--- src/rtl/bcd_time_counter.sv ---
// BCD stopwatch / countdown timer: HH:MM:SS plus SUB_DIGITS fractional digits,
// with start/stop/clear/lap/load commands and wrap/done/load_err event pulses.
module bcd_time_counter #(
    parameter int SUB_DIGITS = 2,
    parameter int HR_MAX     = 23,
    localparam int N         = 6 + SUB_DIGITS
) (
    input  logic           clk,
    input  logic           rst,
    input  logic           tick,
    input  logic           start,
    input  logic           stop,
    input  logic           clear,
    input  logic           lap,
    input  logic           down,
    input  logic           load,
    input  logic [4*N-1:0] load_bcd,
    output logic [4*N-1:0] disp_bcd,
    output logic           running,
    output logic           lap_active,
    output logic           wrap,
    output logic           done,
    output logic           load_err
);

    typedef enum logic {STOPPED = 1'b0, RUNNING = 1'b1} state_t;

    state_t            state_q, state_d;
    logic [N-1:0][3:0] cnt_q, cnt_d, cnt_inc, cnt_dec, snap_q, snap_d, ld_nib;
    logic              lap_q, lap_d;
    logic              wrap_d, done_d, lerr_d;
    logic [7:0]        hrs_q, ld_hrs;
    logic              inc_c, inc_wrap, dec_b, cnt_zero, dec_hits_zero;
    logic [N-3:0]      dig_ok;
    logic              load_ok, tick_en;

    // Upper limit of every digit below the hours pair (tens of seconds/minutes are 0..5).
    function automatic logic [3:0] dig_lim(input int i);
        return (i == SUB_DIGITS + 1 || i == SUB_DIGITS + 3) ? 4'd5 : 4'd9;
    endfunction

    assign ld_nib   = load_bcd;
    assign hrs_q    = 8'(cnt_q[N-1]) * 8'd10 + 8'(cnt_q[N-2]);
    assign ld_hrs   = 8'(ld_nib[N-1]) * 8'd10 + 8'(ld_nib[N-2]);
    assign cnt_zero = (cnt_q == '0);

    for (genvar g = 0; g < N - 2; g++) begin : g_lim
        assign dig_ok[g] = (ld_nib[g] <= dig_lim(g));
    end

    assign load_ok = (&dig_ok) && (ld_nib[N-1] <= 4'd9) && (ld_nib[N-2] <= 4'd9)
                     && (ld_hrs <= 8'(HR_MAX));

    // Increment with ripple carry; hours compare as a whole value against HR_MAX.
    always_comb begin
        cnt_inc  = cnt_q;
        inc_c    = 1'b1;
        inc_wrap = 1'b0;
        for (int i = 0; i < N - 2; i++) begin
            if (inc_c) begin
                if (cnt_q[i] == dig_lim(i)) begin
                    cnt_inc[i] = 4'd0;
                end else begin
                    cnt_inc[i] = cnt_q[i] + 4'd1;
                    inc_c      = 1'b0;
                end
            end
        end
        if (inc_c) begin
            if (hrs_q == 8'(HR_MAX)) begin
                cnt_inc[N-1] = 4'd0;
                cnt_inc[N-2] = 4'd0;
                inc_wrap     = 1'b1;
            end else if (cnt_q[N-2] == 4'd9) begin
                cnt_inc[N-2] = 4'd0;
                cnt_inc[N-1] = cnt_q[N-1] + 4'd1;
            end else begin
                cnt_inc[N-2] = cnt_q[N-2] + 4'd1;
            end
        end
    end

    // Decrement with ripple borrow; an all-zero count stays at zero.
    always_comb begin
        cnt_dec = cnt_q;
        dec_b   = 1'b1;
        for (int i = 0; i < N - 2; i++) begin
            if (dec_b) begin
                if (cnt_q[i] == 4'd0) begin
                    cnt_dec[i] = dig_lim(i);
                end else begin
                    cnt_dec[i] = cnt_q[i] - 4'd1;
                    dec_b      = 1'b0;
                end
            end
        end
        if (dec_b) begin
            if (cnt_q[N-2] == 4'd0) begin
                cnt_dec[N-2] = 4'd9;
                cnt_dec[N-1] = cnt_q[N-1] - 4'd1;
            end else begin
                cnt_dec[N-2] = cnt_q[N-2] - 4'd1;
            end
        end
        if (cnt_zero) cnt_dec = cnt_q;
    end

    assign dec_hits_zero = !cnt_zero && (cnt_dec == '0);

    // Next state: tick counting first, then the single highest-priority command.
    always_comb begin
        state_d = state_q;
        cnt_d   = cnt_q;
        snap_d  = snap_q;
        lap_d   = lap_q;
        wrap_d  = 1'b0;
        done_d  = 1'b0;
        lerr_d  = 1'b0;
        tick_en = (state_q == RUNNING) && tick && !clear;
        if (tick_en) begin
            if (down) begin
                cnt_d = cnt_dec;
                if (dec_hits_zero) begin
                    done_d  = 1'b1;
                    state_d = STOPPED;
                end
            end else begin
                cnt_d  = cnt_inc;
                wrap_d = inc_wrap;
            end
        end
        if (clear) begin
            cnt_d   = '0;
            state_d = STOPPED;
            lap_d   = 1'b0;
        end else if (load) begin
            // A load while running is silently ignored.
            if (state_q == STOPPED) begin
                if (load_ok) cnt_d  = ld_nib;
                else         lerr_d = 1'b1;
            end
        end else if (stop) begin
            state_d = STOPPED;
        end else if (start) begin
            if (state_q == STOPPED) state_d = RUNNING;
        end else if (lap) begin
            lap_d = !lap_q;
            if (!lap_q) snap_d = cnt_d;
        end
    end

    // State, count, snapshot and event-pulse registers.
    always_ff @(posedge clk or posedge rst) begin
        if (rst) begin
            state_q  <= STOPPED;
            cnt_q    <= '0;
            snap_q   <= '0;
            lap_q    <= 1'b0;
            wrap     <= 1'b0;
            done     <= 1'b0;
            load_err <= 1'b0;
        end else begin
            state_q  <= state_d;
            cnt_q    <= cnt_d;
            snap_q   <= snap_d;
            lap_q    <= lap_d;
            wrap     <= wrap_d;
            done     <= done_d;
            load_err <= lerr_d;
        end
    end

    // Display register: live count or frozen snapshot, one cycle behind the count.
    always_ff @(posedge clk or posedge rst) begin
        if (rst) disp_bcd <= '0;
        else     disp_bcd <= lap_q ? snap_q : cnt_q;
    end

    assign running    = (state_q == RUNNING);
    assign lap_active = lap_q;

endmodule
--- config.mk ---
export PLATFORM = sky130hd
export DESIGN_NAME = bcd_time_counter
export DESIGN_NICKNAME = d
export VERILOG_FILES = /design/src/rtl/bcd_time_counter.sv
export SDC_FILE = /design/constraint.sdc
export NUM_CORES = 1
export LEC_CHECK = 0
export ABC_AREA = 1
export BUFFER_PORTS_ARGS = -buffer_cell sky130_fd_sc_hd__buf_2
export CAP_MARGIN = 20
export CORE_ASPECT_RATIO = 1.25
export CORE_MARGIN = 8
export CORE_UTILIZATION = 35
export CTS_CLUSTER_SIZE = 20
export DETAILED_ROUTE_END_ITERATION = 7
export PLACE_DENSITY_LB_ADDON = 0.3
export SYNTH_ARGS = -nofsm -noshare
export SYNTH_HDL_FRONTEND = slang
export SYNTH_SLANG_ARGS = --single-unit
--- constraint.sdc ---
create_clock -name clk -period 3.6 [get_ports clk]
set_input_delay 0.18 -clock clk [delete_from_list [all_inputs] [get_ports clk]]
set_output_delay 0.18 -clock clk [all_outputs]
set_load 0.1 [all_outputs]
==> reports/qor.yml <==
ir_drop_v: 0.000192
die_x_um: 140
power_mw: 2.81
whs_ns: 0.123
cp_slowest_cell: "dfrtp_1"
critPathRequiredTime_ns: 3.82
vias: 6319
yosysWarningCount: 0
syn_area_per_cell_um2: 7.37
endpoint_kind: "flip-flop"
synth_top_cell_area_share_pct: 37.9
ant_nets: 0
synth_cell_types: 53
arrival_ns: 3.03
pre_cts_ws_ns: 0.636
fin_area_um2: 7600
nets: 1035
yosys_most_used_dff: "dfrtp_1"
dp_cells: 1190
clk_latency_ns: 0.36
area.sequential_um2: 2530
wl_um: 20100
ios: 78
cp-start-kind: "flip-flop"
cp_num_buf_inv: 0
overflow: 0
drc: 0
synth_top_area_cell: "dfrtp_1"
hpwl_um: 14700
mostFrequentLayoutCells: "nand2_1, o21ai_0, dfrtp_1, buf_2, inv_1"
critPathMaxFanout: 8
dr.first_iter.drc_count: 448
worst_slack_ns: 0.788
antenna_found_initial: 0
min_period_ns: 2.81
fmax_ghz: 0.356
clk_pin_slew_worst_paths_ns: 0.08
fill_cells: 1915
cpPeakStageDelay_ns: 0.48
start_util_pct: 35.7
postSynth.asyncResetShare_pct: 100
grt_max_degree: 65
dpl_cell_area_um2: 7280
netlist_area_um2: 6680
grt_pass1_vias: 6349
hold_viol_final: 0
period_share_pct: 78.1
dieArea_um2: 23800
final_util_pct: 40.6
drv_slew: 0
hp-class: "in -> reg"
antenna_cells_inserted: 0
synth_nets: 971
setup_tns_ns: 0
rows: 56
pwr_density_cell_nw_per_um2: 370
portBuffers: 77
clock_skew_ns: 0.00873
drive_above_1_share_pct: 15.9
synth_seq_area_share_pct: 37.9
avgRoutedWirePerCell_um: 16.6
die_h_um: 170
netlist_instances: 906
coreArea_um2: 18700
ys_ff_latch: 101
synth_top_cells_by_area: "dfrtp_1, nand2_1, o21ai_0, a21oi_1, inv_1"
critPathKind: "reg -> reg"
setup_viol: 0
drtPass1Iterations: 4
clock_path_buffers: 2
status: "complete, no violations"
grt_pass1_wl_um: 33000
stdcell_count: 1207
layout_commonest_cell: "nand2_1"
worst_path_dominant_cell_family: "adder cells"
syn_to_final_growth_pct: 13.9
cts_max_level: 3
cts.sinks: 101
cts_buffers: 9
rsz0062_at_grt: "no"
globalplace.congestion: 0.895
crit_top_cell: "a21oi_1"
post_cts_buffers: 0
relSlewSlack_pct: 48.6
track_usage_pct: 17.2
via_per_inst: 5.24
synth_edf_count: 0
multi_input_area_um2: 3650
worstMarginPinSlew_ns: 0.770
leakage_nw: 3.73
path_cells: "ha_1 -> ha_1 -> fa_1 -> nor3_1 -> a21oi_1 -> nor2_1 -> nand3_1 -> nor3_2 -> a21oi_1 -> nand3_1 -> a21oi_1"
maxCapViolations: 0
cts_tree: "yes"
root_buffer: "clkbuf_16"
-- flip-flops by register name (all words and copies together) (netlist names) --
signal / count
snap_q: 32
disp_bcd: 32
cnt_q: 32
load_err: 1
lap_active: 1
done: 1
running: 1
wrap: 1
-- synth_stat cells, drive strengths merged, types with 2 or more instances --
cell type,count
o22ai,2
a31oi,2
o221ai,2
nand2,218
a21oi,59
buf,9
ha,20
nor3,12
nand4,19
o211ai,12
mux2,2
o21ai,145
a221oi,2
nor3b,2
clkinv,2
xnor2,3
dfrtp,101
inv,87
clkbuf,28
xor2,17
nor2,84
fa,4
or2,2
nand3,55
o2111ai,2
nand3b,5
-- worst paths after layout --
path | endpoint | depth (start not counted) | from | slack, ns
min | cnt_q[0] | 3 | load_bcd[0] | 0.12
max reg2reg | cnt_q[28] | 11 | cnt_q[29] | 0.79
max in group asynchronous | cnt_q[2] | 4 | rst | 2.29
min reg2reg | snap_q[18] | 2 | snap_q[18] | 0.48
min in group asynchronous | disp_bcd[10] | 3 | rst | 0.52
max | cnt_q[28] | 11 | cnt_q[29] | 0.79
-- cell families (layout without fill, tap and decap cells) --
logic type      count (synthesis)  after routing  share of synthesized area (%)
compound gates                234            234                           19.0
buf+inv                       126            195                           7.59
simple gates                  399            399                           27.6
xor+xnor                       20             20                           2.62
fa+ha+maj                      24             24                           4.95
flops                         101            101                           37.9
mux                             2              2                          0.337
-- metal layers --
layer | global-route usage [%] | wire, um | vias to the layer above
met5 | 0 | 0 | -
met4 | 6.15 | 431 | 0
li1 | - | - | 3170
met3 | 2.27 | 818 | 27
met1 | 21.1 | 8950 | 2955
met2 | 30.6 | 9890 | 167
-- worst register-to-register path, delay by kind of cell, from the launching register on --
kind / cells / cell delay [ns]
flip-flops: 1 / 0.48
adder cells (fa/ha/maj): 3 / 1.04
AO/OA/AOI/OAI: 3 / 0.23
AND/OR/NAND/NOR: 5 / 0.94
-- power breakdown --
group,total (mW),internal (mW),switching (mW)
Sequential,1.19,1.16,0.0237
Clock,1.05,0.571,0.476
Combinational,0.575,0.167,0.408
Total,2.81,1.90,0.908
-- repair_timing --
| action | CTS | global route |
|---|---|---|
| hold buffers | 1 | 0 |
| setup endpoints to repair | 0 | 0 |
| hold endpoints to repair | 1 | 0 |
| resized for setup | 0 | 0 |
-- layout make-up --
class | instances | share of cell area (%)
Timing Repair Buffer | 90 | 6.38
Clock inverter | 6 | 1.00
Multi-Input combinational cell | 679 | 48.0
Sequential cell | 101 | 33.3
Tap cell | 232 | 3.82
Clock buffer | 10 | 3.14
Inverter | 89 | 4.43
(Power assumes the default switching activity.)
